--- src/rtl/life_controller.sv ---
// Health HUD sequencer: tracks health, post-hit invulnerability, death and the per-mask
// break animation, updating once per video frame.
module life_controller #(
    parameter int unsigned MAX_HEALTH        = 5,
    parameter int unsigned INVULN_FRAMES     = 60,
    parameter int unsigned BREAK_STEP_FRAMES = 4
) (
    input  logic       frame_clk,
    input  logic       Reset,
    input  logic       damage_req,
    input  logic       heal_req,
    input  logic       respawn_req,
    output logic [2:0] health,
    output logic [4:0] mask_full,
    output logic       break_active,
    output logic [2:0] break_idx,
    output logic [1:0] break_frame,
    output logic       invuln,
    output logic       dead,
    output logic       damage_ack,
    output logic       heal_ack
);

    typedef enum logic [1:0] {
        StNormal,
        StInvuln,
        StDead
    } state_e;

    localparam logic [2:0] MaxHealth  = 3'(MAX_HEALTH);
    localparam logic [7:0] InvulnLoad = 8'(INVULN_FRAMES);
    localparam logic [3:0] StepLast   = 4'(BREAK_STEP_FRAMES - 1);
    localparam logic [4:0] MaskReset  = 5'((1 << MAX_HEALTH) - 1);

    state_e     state_q, state_d;
    logic [2:0] health_q, health_d;
    logic [4:0] mask_full_q, mask_full_d;
    logic [7:0] invuln_cnt_q, invuln_cnt_d;
    logic [3:0] step_cnt_q, step_cnt_d;
    logic       break_active_q, break_active_d;
    logic [2:0] break_idx_q, break_idx_d;
    logic [1:0] break_frame_q, break_frame_d;
    logic       invuln_q, invuln_d;
    logic       dead_q, dead_d;
    logic       damage_ack_q, damage_ack_d;
    logic       heal_ack_q, heal_ack_d;

    logic damage_acc;
    logic heal_acc;
    logic respawn_acc;

    always_comb begin
        damage_acc  = (state_q == StNormal) && (health_q != 3'd0) && damage_req;
        // Damage accepted in NORMAL wins over a simultaneous heal.
        heal_acc    = ((state_q == StNormal) || (state_q == StInvuln)) &&
                      (health_q < MaxHealth) && heal_req && !damage_acc;
        respawn_acc = (state_q == StDead) && respawn_req;
    end

    always_comb begin
        state_d        = state_q;
        health_d       = health_q;
        invuln_cnt_d   = invuln_cnt_q;
        step_cnt_d     = step_cnt_q;
        break_active_d = break_active_q;
        break_idx_d    = break_idx_q;
        break_frame_d  = break_frame_q;
        damage_ack_d   = 1'b0;
        heal_ack_d     = 1'b0;
        mask_full_d    = 5'd0;

        if (break_active_q) begin
            if (step_cnt_q == StepLast) begin
                step_cnt_d = 4'd0;
                if (break_frame_q == 2'd3) begin
                    break_active_d = 1'b0;
                    break_frame_d  = 2'd0;
                end else begin
                    break_frame_d = break_frame_q + 2'd1;
                end
            end else begin
                step_cnt_d = step_cnt_q + 4'd1;
            end
        end

        if (state_q == StInvuln) begin
            invuln_cnt_d = invuln_cnt_q - 8'd1;
            if (invuln_cnt_q == 8'd1) begin
                state_d = StNormal;
            end
        end

        if (damage_acc) begin
            health_d       = health_q - 3'd1;
            damage_ack_d   = 1'b1;
            break_idx_d    = health_q - 3'd1;
            break_frame_d  = 2'd0;
            break_active_d = 1'b1;
            step_cnt_d     = 4'd0;
            if (health_q == 3'd1) begin
                state_d      = StDead;
                invuln_cnt_d = 8'd0;
            end else begin
                state_d      = StInvuln;
                invuln_cnt_d = InvulnLoad;
            end
        end

        if (heal_acc) begin
            health_d   = health_q + 3'd1;
            heal_ack_d = 1'b1;
            // Restoring the mask that is mid-break cancels its animation.
            if (break_active_q && (break_idx_q == health_q)) begin
                break_active_d = 1'b0;
                break_frame_d  = 2'd0;
                step_cnt_d     = 4'd0;
            end
        end

        if (respawn_acc) begin
            state_d        = StNormal;
            health_d       = MaxHealth;
            invuln_cnt_d   = 8'd0;
            break_active_d = 1'b0;
            break_frame_d  = 2'd0;
            step_cnt_d     = 4'd0;
        end

        invuln_d = (state_d == StInvuln);
        dead_d   = (state_d == StDead);
        for (int i = 0; i < 5; i++) begin
            mask_full_d[i] = (3'(i) < health_d);
        end
    end

    always_ff @(posedge frame_clk) begin
        if (Reset) begin
            state_q        <= StNormal;
            health_q       <= MaxHealth;
            mask_full_q    <= MaskReset;
            invuln_cnt_q   <= 8'd0;
            step_cnt_q     <= 4'd0;
            break_active_q <= 1'b0;
            break_idx_q    <= 3'd0;
            break_frame_q  <= 2'd0;
            invuln_q       <= 1'b0;
            dead_q         <= 1'b0;
            damage_ack_q   <= 1'b0;
            heal_ack_q     <= 1'b0;
        end else begin
            state_q        <= state_d;
            health_q       <= health_d;
            mask_full_q    <= mask_full_d;
            invuln_cnt_q   <= invuln_cnt_d;
            step_cnt_q     <= step_cnt_d;
            break_active_q <= break_active_d;
            break_idx_q    <= break_idx_d;
            break_frame_q  <= break_frame_d;
            invuln_q       <= invuln_d;
            dead_q         <= dead_d;
            damage_ack_q   <= damage_ack_d;
            heal_ack_q     <= heal_ack_d;
        end
    end

    assign health       = health_q;
    assign mask_full    = mask_full_q;
    assign break_active = break_active_q;
    assign break_idx    = break_idx_q;
    assign break_frame  = break_frame_q;
    assign invuln       = invuln_q;
    assign dead         = dead_q;
    assign damage_ack   = damage_ack_q;
    assign heal_ack     = heal_ack_q;

endmodule

--- config.mk ---
export PLATFORM = sky130hd
export DESIGN_NAME = life_controller
export DESIGN_NICKNAME = d
export VERILOG_FILES = /design/src/rtl/life_controller.sv
export SDC_FILE = /design/constraint.sdc
export NUM_CORES = 1
export LEC_CHECK = 0
export CAP_MARGIN = 15
export CORE_MARGIN = 5
export CORE_UTILIZATION = 30
export DETAILED_ROUTE_END_ITERATION = 10
export PLACE_DENSITY = 0.5
export SYNTH_ARGS = -nofsm -noshare
export SYNTH_HDL_FRONTEND = slang
export SYNTH_SLANG_ARGS = --single-unit
--- constraint.sdc ---
create_clock -name frame_clk -period 5 [get_ports frame_clk]
set_clock_uncertainty 0.15 [all_clocks]
set_input_delay 1 -clock frame_clk [delete_from_list [all_inputs] [get_ports frame_clk]]
set_output_delay 1 -clock frame_clk [all_outputs]
set_load 0.1 [all_outputs]
==> PnR_summary.wiki <==
{| class="wikitable"
! Metric !! Value
|-
| Total setup buffers inserted after CTS || 0
|-
| Clock tree root driver cell || clkbuf_8
|-
| Synth top area share || 39.7%
|-
| Via count || 1303
|-
| Total global-route track usage || 12.0%
|-
| Row cnt || 26
|-
| Maximum clock frequency || 315 MHz
|-
| Library cells used by synthesis || 46
|-
| Met3 Resource Use GR || 3.15%
|-
| Relative max-transition margin || 34.9%
|-
| CTS Sinks || 31
|-
| Height of the die || 82.2 um
|-
| CTS tree || yes
|-
| Cell taking the most area after synthesis || dfxtp_1
|-
| Wire length of the first global-routing pass || 6.18 mm
|-
| Seq/Total Area, Yosys || 39.7%
|-
| Filler-free cell count of the finished design || 270
|-
| H-tree levels || 2
|-
| Unrepaired setup endpoints after global routing || false
|-
| Cell type group with the largest total delay on the critical path || buffers and inverters
|-
| Pwr per Cell Area || 675 nW/um^2
|-
| Cell at the slowest stage of the critical path || clkdlybuf4s50_1
|-
| Vias in the first global route || 1268
|-
| Most Used Layer, Global Route || met2
|-
| Routability cong. || 0.740
|-
| Crit path buf inv count || 1
|-
| Post-synth net total || 190
|-
| Longest individual stage delay on the worst path || 1.21 ns
|-
| Number of antenna diodes || 0
|-
| FF+latch count, synth || 31
|-
| Total standard cell area after synthesis || 1560 um^2
|-
| LEAKAGE || 0.711 nW
|-
| Category of the critical setup timing path || flip-flop to primary output
|-
| Core Area || 5070 um^2
|-
| Global routing usage on met2 || 17.6%
|-
| Leading cell types by total area after synthesis || dfxtp_1, nor2_1, ha_1
|-
| Number of pins with negative max-slew slack in the final report || 0
|-
| Final net count || 212
|-
| Number of endpoints with negative hold slack in the final report || 0
|-
| Overflow after GRT || 0
|-
| Initial antenna violation count || 0
|-
| Asr flop ratio synth || 0%
|-
| Max Cap Violations || 0
|-
| Final antenna-violating net count || 0
|-
| Chip Width || 82.2 um
|-
| Effective utilization at floorplan || 30.8%
|-
| Startpoint types || flip-flop
|-
| Dominant register cell in the synthesized netlist || dfxtp_1
|-
| Detailed placer's ending HPWL || 2.58 mm
|-
| Largest voltage drop on the vdd net || 465 uV
|-
| Type of the most critical hold path || flip-flop to flip-flop
|-
| Detailed-route wire length || 3.56 mm
|-
| Status || completed
|-
| Number of hold buffers added after CTS || 0
|-
| Average routed wire per standard cell || 13.2 um
|-
| First-pass iteration count of the detailed router || 4
|-
| DRC violation total after the first TritonRoute iteration || 64
|-
| Count of buffers inserted at the top-level ports || 22
|-
| Total die area || 6750 um^2
|-
| Largest fanout on the critical path || 10
|-
| Min cycle time layout || 3.17 ns
|-
| Clock edge transition at the registers on the reported setup and hold paths || 0.07 ns
|-
| Insertion delay of the later-clocked pin in the worst-skew pair || 0.28 ns
|-
| Number of clock buffers inserted by TritonCTS || 5
|-
| Kind of end point of the critical path || primary output
|-
| Count of instances resized after the clock tree is built || 0
|-
| WP data required || 3.85 ns
|-
| Final critical-path share of the clock period || 63.4%
|-
| Ratio of routed vias to standard cells || 4.83
|-
| Sum of negative setup slack || 0 ns
|-
| Area overhead of the layout relative to synthesis || 21.9%
|-
| EDFF count, synth || 0
|-
| Met1 track demand over resource in global routing || 16.7%
|-
| Pin count of the biggest net entering global routing || 17
|-
| Worst path arrival time || 2.02 ns
|-
| Least-Margin Pin Slew || 0.973 ns
|-
| Maximum root-to-sink buffer count || 2
|-
| Syn Inst Count || 177
|-
| Fraction of final layout cells with drive strength greater than 1 || 8.00%
|-
| Yosys warning total || 0
|-
| Total I/O pin count || 23
|-
| Number of remaining DRC errors || 0
|-
| Final number of setup-violating endpoints || 0
|-
| Cell count after placement || 262
|-
| Crit path cell chain || clkdlybuf4s50_1
|-
| Mean Syn Cell Area || 8.83 um^2
|}
[stage by stage]
| stage | hold WS (ns) | utilization [%] | setup WS [ns] | total power, mW | cell area (um^2) |
|---|---|---|---|---|---|
| after floorplan | 0.294 | - | 1.95 | 0.962 | 1560 |
| after global placement | 0.328 | 35.9 | 2.11 | 1.11 | 1820 |
| after detailed placement | 0.320 | 35.9 | 2.06 | 1.11 | 1820 |
| after CTS | 0.335 | 37.5 | 1.80 | 1.30 | 1910 |
| after global routing | 0.381 | 37.5 | 1.72 | 1.38 | 1910 |
| final | 0.344 | 37.5 | 1.83 | 1.29 | 1910 |
[registers in the layout, summed over array words and instances (netlist names)]
| name | count |
|---|---|
| invuln_cnt_q | 8 |
| state_q | 2 |
| break_active | 1 |
| damage_ack | 1 |
| break_frame | 2 |
| invuln | 1 |
| health | 2 |
| dead | 1 |
| mask_full | 5 |
| step_cnt_q | 4 |
| break_idx | 3 |
| heal_ack | 1 |
[layer usage]
metal | wire, um | share of wire [%]
met1 | 1820 | 51
met2 | 1510 | 42
met3 | 174 | 4.9
met4 | 61 | 1.7
met5 | 0 | 0
[cells in the final DEF, fill, tap and decap left out, types with 2 or more instances in the layout]
cell type | netlist | routed
nor3_1 | 5 | 5
o21a_1 | 3 | 3
a211oi_1 | 3 | 3
ha_1 | 8 | 8
inv_1 | 9 | 9
o21ai_0 | 6 | 6
mux2i_1 | 4 | 4
dfxtp_1 | 31 | 31
o21ai_1 | 7 | 7
nand3_1 | 2 | 2
nand4b_1 | 2 | 2
or4_1 | 2 | 2
nand4_1 | 2 | 2
clkbuf_8 | 0 | 5
nor2b_1 | 2 | 2
nor2_1 | 27 | 27
nor3b_1 | 2 | 2
and3_1 | 2 | 2
nand2_1 | 7 | 7
clkdlybuf4s50_1 | 0 | 22
clkbuf_1 | 3 | 2
a21o_1 | 2 | 2
xnor2_1 | 5 | 5
a21oi_1 | 17 | 17
[worst register-to-register path: stages, from the launching register on]
cell and delay, ns:
dfxtp_1 0.54, inv_1 0.15, ha_1 0.22, ha_1 0.23, or4b_4 0.61, a21oi_4 0.26
a211oi_2 0.08, and2_1 0.18
[power by group]
group / internal (mW) / switching (mW) / leakage, nW
registers: 0.309 / 0.0761 / 0.255
logic: 0.217 / 0.497 / 0.414
clock network: 0.0975 / 0.0893 / 0.0422
[layout make-up]
class / instances / area, um^2
clock inverters: 1 / 5.00
flip-flops and latches: 31 / 621
well taps: 70 / 87.6
multi-input cells: 129 / 855
repair buffers: 23 / 228
inverters: 9 / 33.8
clock buffers: 7 / 76.3
fillers: 560 / 3170
[cells in the mapped netlist (all sizes together) (2+ instances only)]
master   n
a21oi   18
mux2i    4
nor2    27
o21ai   14
nand4b   2
nor3b    2
nand2    7
nand3    2
or4      2
ha       8
a211oi   4
nor2b    2
a21o     2
o21a     3
buf      5
xnor2    5
inv      9
clkbuf   3
nand4    2
and3     2
dfxtp   31
nor3     5
nor4b    2
[cell families (layout without fill, tap and decap cells)]
logic type / after synthesis / in the layout / share of synthesized area, %
simple gates: 63 / 63 / 21.3
compound gates: 48 / 48 / 21.1
flops: 31 / 31 / 39.7
buf+inv: 17 / 40 / 5.60
fa+ha+maj: 8 / 8 / 6.41
xor+xnor: 6 / 6 / 3.36
mux: 4 / 4 / 2.56
[worst paths after layout]
check,cells past startpoint,endpoint,slack (ns),start
worst max register to register,7,dead,2.48,health[0]
worst min register to register,2,invuln_cnt_q[7],0.34,invuln_cnt_q[7]
worst max-delay path,1,health[0],1.83,health[0]
worst min-delay path,2,invuln_cnt_q[7],0.34,invuln_cnt_q[7]
Note: power is estimated with default switching activity, not from simulation.
